[src/rtl/ascensor_pkg.sv]
// Shared state encoding and actuator command codes for the elevator controller.
package ascensor_pkg;

    typedef enum logic [2:0] {
        REPOSO   = 3'd0,
        SUBIENDO = 3'd1,
        BAJANDO  = 3'd2,
        ABRIENDO = 3'd3,
        ABIERTA  = 3'd4,
        CERRANDO = 3'd5,
        FALLA    = 3'd6
    } estado_t;

    localparam logic [1:0] MOTOR_PARA    = 2'b00;
    localparam logic [1:0] MOTOR_SUBE    = 2'b01;
    localparam logic [1:0] MOTOR_BAJA    = 2'b10;

    localparam logic [1:0] PUERTA_NADA   = 2'b00;
    localparam logic [1:0] PUERTA_ABRE   = 2'b01;
    localparam logic [1:0] PUERTA_CIERRA = 2'b10;

endpackage

[src/rtl/ascensor_ctrl_n_temporizador.sv]
// Down-counter with load priority over enable; stops at zero and flags it.
module temporizador #(
    parameter int W = 8
) (
    input  logic         clk,
    input  logic         reset,
    input  logic         carga,
    input  logic         habilita,
    input  logic [W-1:0] valor,
    output logic         cero
);

    logic [W-1:0] cuenta;

    always_ff @(posedge clk or negedge reset) begin
        if (!reset) begin
            cuenta <= '0;
        end else if (carga) begin
            cuenta <= valor;
        end else if (habilita && cuenta != '0) begin
            cuenta <= cuenta - W'(1);
        end
    end

    assign cero = (cuenta == '0);

endmodule

[src/rtl/ascensor_ctrl_n.sv]
// Single-car elevator controller: call latching, travel, door cycle and travel watchdog.
// The FSM state is exported on `estado` for observation.
module ascensor_ctrl_n
    import ascensor_pkg::*;
#(
    parameter int NUM_PISOS = 10,
    parameter int T_PUERTA  = 50,
    parameter int T_VIAJE   = 1000,
    localparam int WD       = $clog2(NUM_PISOS)
) (
    input  logic                 clk,
    input  logic                 reset,
    input  logic [NUM_PISOS-1:0] botones,
    input  logic [1:0]           boton_puertas,
    input  logic [1:0]           estado_puertas,
    input  logic                 cambio_piso,
    input  logic                 sensor_puertas,
    output logic [NUM_PISOS-1:0] luces,
    output logic [WD-1:0]        display,
    output logic [3:0]           aviso,
    output logic [1:0]           puertas,
    output logic [1:0]           motor,
    output estado_t              estado
);

    localparam int            WP        = $clog2(T_PUERTA + 1);
    localparam int            WV        = $clog2(T_VIAJE + 1);
    localparam logic [WD-1:0] PISO_TOPE = WD'(NUM_PISOS - 1);

    logic          arm, sube_r, obst_r, falla_r;
    logic          hay_arriba, hay_abajo, hay_aqui, parar, pide_abrir;
    logic [WD-1:0] piso_sig;
    logic          dw_carga, dw_cero, wd_carga, wd_cero, en_marcha;

    assign en_marcha  = (estado == SUBIENDO) || (estado == BAJANDO);
    assign pide_abrir = sensor_puertas || boton_puertas[0];

    // Both timers sit preloaded outside their active state, so entry always sees a full count.
    assign dw_carga = (estado != ABIERTA) || pide_abrir;
    assign wd_carga = !en_marcha || cambio_piso;

    temporizador #(.W(WP)) u_dwell (
        .clk(clk), .reset(reset), .carga(dw_carga), .habilita(1'b1),
        .valor(WP'(T_PUERTA)), .cero(dw_cero)
    );

    temporizador #(.W(WV)) u_watchdog (
        .clk(clk), .reset(reset), .carga(wd_carga), .habilita(1'b1),
        .valor(WV'(T_VIAJE)), .cero(wd_cero)
    );

    always_comb begin
        hay_arriba = 1'b0;
        hay_abajo  = 1'b0;
        for (int i = 0; i < NUM_PISOS; i++) begin
            if (luces[i] && i > int'(display)) hay_arriba = 1'b1;
            if (luces[i] && i < int'(display)) hay_abajo  = 1'b1;
        end
    end

    assign hay_aqui = luces[display];

    always_comb begin
        piso_sig = display;
        if (estado == SUBIENDO && display != PISO_TOPE)   piso_sig = display + WD'(1);
        else if (estado == BAJANDO && display != '0)      piso_sig = display - WD'(1);
    end

    assign parar = luces[piso_sig] || (piso_sig == '0) || (piso_sig == PISO_TOPE);
    assign aviso = {falla_r, obst_r, motor};

    always_ff @(posedge clk or negedge reset) begin
        if (!reset) begin
            estado  <= REPOSO;
            luces   <= '0;
            display <= '0;
            motor   <= MOTOR_PARA;
            puertas <= PUERTA_NADA;
            sube_r  <= 1'b1;
            obst_r  <= 1'b0;
            falla_r <= 1'b0;
            arm     <= 1'b0;
        end else begin
            arm    <= 1'b1;
            obst_r <= sensor_puertas;
            if (estado != FALLA) luces <= luces | botones;
            // The FSM stays quiet for the first edge after reset release.
            if (arm) begin
                case (estado)
                    REPOSO: begin
                        motor   <= MOTOR_PARA;
                        puertas <= PUERTA_NADA;
                        if (hay_aqui || boton_puertas[0]) begin
                            estado  <= ABRIENDO;
                            puertas <= PUERTA_ABRE;
                        end else if (estado_puertas[1] && hay_arriba) begin
                            estado <= SUBIENDO;
                            motor  <= MOTOR_SUBE;
                            sube_r <= 1'b1;
                        end else if (estado_puertas[1] && hay_abajo) begin
                            estado <= BAJANDO;
                            motor  <= MOTOR_BAJA;
                            sube_r <= 1'b0;
                        end
                    end
                    SUBIENDO, BAJANDO: begin
                        if (!estado_puertas[1]) begin
                            estado <= REPOSO;
                            motor  <= MOTOR_PARA;
                        end else if (cambio_piso) begin
                            display <= piso_sig;
                            if (parar) begin
                                estado  <= ABRIENDO;
                                motor   <= MOTOR_PARA;
                                puertas <= PUERTA_ABRE;
                            end
                        end else if (wd_cero) begin
                            estado  <= FALLA;
                            motor   <= MOTOR_PARA;
                            falla_r <= 1'b1;
                        end
                    end
                    ABRIENDO: begin
                        puertas <= PUERTA_ABRE;
                        if (estado_puertas[0]) begin
                            estado         <= ABIERTA;
                            puertas        <= PUERTA_NADA;
                            luces[display] <= 1'b0;
                        end
                    end
                    ABIERTA: begin
                        puertas <= PUERTA_NADA;
                        if (!pide_abrir && (boton_puertas[1] || dw_cero)) begin
                            estado  <= CERRANDO;
                            puertas <= PUERTA_CIERRA;
                        end
                    end
                    CERRANDO: begin
                        if (pide_abrir) begin
                            estado  <= ABRIENDO;
                            puertas <= PUERTA_ABRE;
                        end else if (estado_puertas[1]) begin
                            puertas <= PUERTA_NADA;
                            if (sube_r ? hay_arriba : hay_abajo) begin
                                estado <= sube_r ? SUBIENDO : BAJANDO;
                                motor  <= sube_r ? MOTOR_SUBE : MOTOR_BAJA;
                            end else if (sube_r ? hay_abajo : hay_arriba) begin
                                estado <= sube_r ? BAJANDO : SUBIENDO;
                                motor  <= sube_r ? MOTOR_BAJA : MOTOR_SUBE;
                                sube_r <= !sube_r;
                            end else begin
                                estado <= REPOSO;
                            end
                        end
                    end
                    FALLA: begin
                        motor   <= MOTOR_PARA;
                        puertas <= PUERTA_NADA;
                    end
                    default: estado <= REPOSO;
                endcase
            end
        end
    end

endmodule

[config.mk]
export PLATFORM = sky130hd
export DESIGN_NAME = ascensor_ctrl_n
export DESIGN_NICKNAME = d
export VERILOG_FILES = /design/src/rtl/ascensor_pkg.sv /design/src/rtl/ascensor_ctrl_n_temporizador.sv /design/src/rtl/ascensor_ctrl_n.sv
export SDC_FILE = /design/constraint.sdc
export NUM_CORES = 1
export LEC_CHECK = 0
export CORE_MARGIN = 3
export CORE_UTILIZATION = 31
export DETAILED_ROUTE_END_ITERATION = 10
export PLACE_DENSITY_LB_ADDON = 0.2
export SETUP_SLACK_MARGIN = 0.15
export SYNTH_ARGS = -nofsm -noshare
export SYNTH_HDL_FRONTEND = slang
export SYNTH_SLANG_ARGS = --single-unit
export TNS_END_PERCENT = 1
[constraint.sdc]
create_clock -name clk -period 3.1 [get_ports clk]
set_input_delay 0.62 -clock clk [delete_from_list [all_inputs] [get_ports clk]]
set_output_delay 0.62 -clock clk [all_outputs]
set_load 0.02 [all_outputs]
==> run summary <==
largest net degree at the start of global routing - 25
Hold Path Class - in2async
Critical Path RT - 3.28 ns
cell count after synthesis - 342
clock latency on the worst-skew pair - 0.30 ns
status - completed
Synthesized Nets - 366
setup bufs post-CTS - 0
clock slew at reported path FFs - 0.09 ns
H-tree levels - 2
Max-slew headroom - 0.619
CTS Hold Bufs - 0
YS warnings - 0
top-count cell post-synth - dfrtp_1
Final Skew - 0.00774 ns
P&R area growth vs syn - 24.8%
Post-synth EDFFs - 0
Max Transition Viols Final - 0
Async SR Flop Fraction - 1.00
CTS tree - yes
Synth area leader - dfrtp_1
CP Cell Sequence - inv_1 -> ha_1 -> or3b_2 -> a211oi_2 -> a21oi_2 -> o21a_1 -> o2bb2ai_1 -> mux2i_2 -> a31oi_1 -> mux2_2
FF+latch count, synth - 41
crit-path max cell delay - 0.48 ns
sw frac - 0.473
Worst setup EP type - flip-flop
power share of the combinational group - 0.629
GRT overflow - 0
Leak - 1.34 nW
gpl congestion - 0.915
Cell variety after synth - 67
clock group share of total power - 0.135
minimum clock period - 2.88 ns
Netlist Area Pre-Place - 2960 um2
DRT Wirelength - 8940 um
clock sinks - 41
row cnt - 35
fin util - 0.398
Starting Density - 0.319
first-pass GRT wire length - 14900 um
sequential share of power - 0.236
vias per cell - 5.54
share of post-route cells with drive strength above 1 - 0.155
RSZ-0062 raised after global routing - yes
total internal power - 1.73 mW
Die ar. - 10800 um2
most frequent cells after synthesis - dfrtp_1 (40), a21oi_1 (35), nand2_1 (26)
Hold Violations, Final - 0
first-pass iteration count of the detailed router - 5
NumNets Final - 411
Remaining DRCs - 0
Top-Level Pins - 43
slowest CP cell - or3b_2
number of CTS-inserted buffers - 5
share of the synthesized area in the top cell type - 0.338
dpl hpwl - 6570 um
ys flop type - dfrtp_1
vias in the first global route - 2823
fmax - 347 MHz
n_diodes - 0
initial antenna violation count - 0
period utilization - 0.930
clock root buffer - clkbuf_8
Worst-Margin Slew - 0.571 ns
PwrDens - 885 nW/um2
DRT iter0 DRCs - 130
Max-cap violations - 0
Worst Setup Start Kind - flip-flop
CTS resizes - 0
setup violators final - 0
Tot GR Track Use - 0.168
via count - 2859
sequential share of the synthesized area - 0.347
IO Port Bufs - 42
DR WL/cell - 17.3 um
core area - 9280 um2
Total Neg Setup Slack - 0 ns
sw power - 1.55 mW
dominant cells by area after synthesis - dfrtp_1 (34%), a21oi_1 (5.9%), o21ai_0 (3.5%), nand2_1 (3.3%), nor2_1 (3.2%)
worst setup path class - reg2reg
Longest Clk Path Bufs - 2
antenna viol nets, final - 0
CP Max Fanout - 5
Die Wd - 104 um
Max VDD drop - 0.302 mV
Syn Area/Cell - 8.67 um2
die height - 104 um
Worst EP arrival - 3.06 ns
worst paths after layout:
kind	slack (ns)	cells after the start	end	startpoint
worst min-delay path	0.31	1	falla_r	reset
max in group asynchronous	2.11	2	luces[6]	reset
worst min register to register	0.51	1	falla_r	falla_r
worst max-delay path	0.22	10	motor[0]	display[0]
worst max register to register	0.22	10	motor[0]	display[0]
min in group clk	0.51	1	falla_r	falla_r
final cells by class:
| cell class | instances | area (um2) |
|---|---|---|
| Fill cell | 968 | 5590 |
| Multi-Input combinational cell | 268 | 1810 |
| Sequential cell | 41 | 1030 |
| Timing Repair Buffer | 62 | 566 |
| Tap cell | 129 | 161 |
| Clock buffer | 5 | 68.8 |
| Clock inverter | 2 | 35.0 |
| Inverter | 9 | 33.8 |
worst max-delay path, delay by kind of cell (launching register included):
kind	cells	cell delay, ns
adders and majority gates	1	0.20
muxes	2	0.62
DFF	1	0.42
buffers and inverters	1	0.17
AOI/OAI and AO/OA	5	0.89
and+or+nand+nor	1	0.48
power groups by stage:
stage	sequential, mW	clock (mW)	combinational, mW
3_3_place_gp	0.779	0	2.03
3_5_place_dp	0.780	0	2.03
5_1_grt	0.795	0.467	2.27
6_report	0.773	0.442	2.06
2_1_floorplan	0.813	0	1.38
4_1_cts	0.771	0.452	2.04
layer usage:
| layer | part of all wire | routed length, um | global-route usage | vias up |
|---|---|---|---|---|
| met2 | 0.48 | 4280 | 0.274 | 99 |
| met1 | 0.45 | 4050 | 0.234 | 1377 |
| li1 | - | - | - | 1369 |
| met5 | 0 | 0 | 0 | - |
| met4 | 0.013 | 120 | 0.0399 | 0 |
| met3 | 0.054 | 487 | 0.0274 | 14 |
flip-flops by register name, summed over array words and instances, names as in the netlist:
signal,flops
estado,3
u_dwell.cuenta,6
display,4
motor,2
obst_r,1
sube_r,1
u_watchdog.cuenta,10
falla_r,1
arm,1
luces,10
puertas,2
kinds of logic (layout without fill, tap and decap cells):
| kind of cell | after synthesis | in the layout | share of synthesized area |
|---|---|---|---|
| muxes | 15 | 15 | 0.0650 |
| buffers and inverters | 33 | 78 | 0.0545 |
| xor gates and xnor gates | 6 | 6 | 0.0177 |
| other | 1 | 1 | 0.00127 |
| adders and majority gates | 6 | 6 | 0.0253 |
| and+or+nand+nor | 128 | 128 | 0.243 |
| DFF | 41 | 41 | 0.347 |
| AOI/OAI and AO/OA | 112 | 112 | 0.247 |
metrics by stage:
step                setup WS, ns  power [mW]  area, um2  cells  hold slack (ns)
floorplan                  0.152        2.19       2990    342            0.324
global placement           0.206        2.81       3580    509            0.485
detailed placement         0.195        2.81       3580    509            0.501
CTS                        0.194        3.26       3680    516            0.329
global route              0.0841        3.53       3700    516            0.347
finish                     0.217        3.27       3700    516            0.311
placed cells by master (no fill, tap or decap), drive strengths merged, types with 2 or more instances in the layout:
master,netlist,final
o21bai,2,2
a31o,2,2
nor3,9,9
mux4,2,2
nor3b,9,9
nand3b,3,3
dfrtp,40,40
nand4,2,2
or3,8,8
a22oi,4,4
ha,6,6
mux2,8,8
a21oi,35,35
buf,13,21
or3b,4,4
mux2i,5,5
clkbuf,10,5
a211oi,6,6
nor4,3,3
nor2,25,25
o21ai,21,21
nand4b,2,2
o2bb2ai,2,2
xnor2,6,6
nor2b,6,6
o211ai,4,4
and3,5,5
inv,9,9
nand2b,6,6
a31oi,14,14
nand3,11,11
or4,2,2
a21o,3,3
a32oi,2,2
o311ai,5,5
a211o,3,3
nand2,26,26
clkdlybuf4s50,0,41
(Power assumes the default switching activity.)
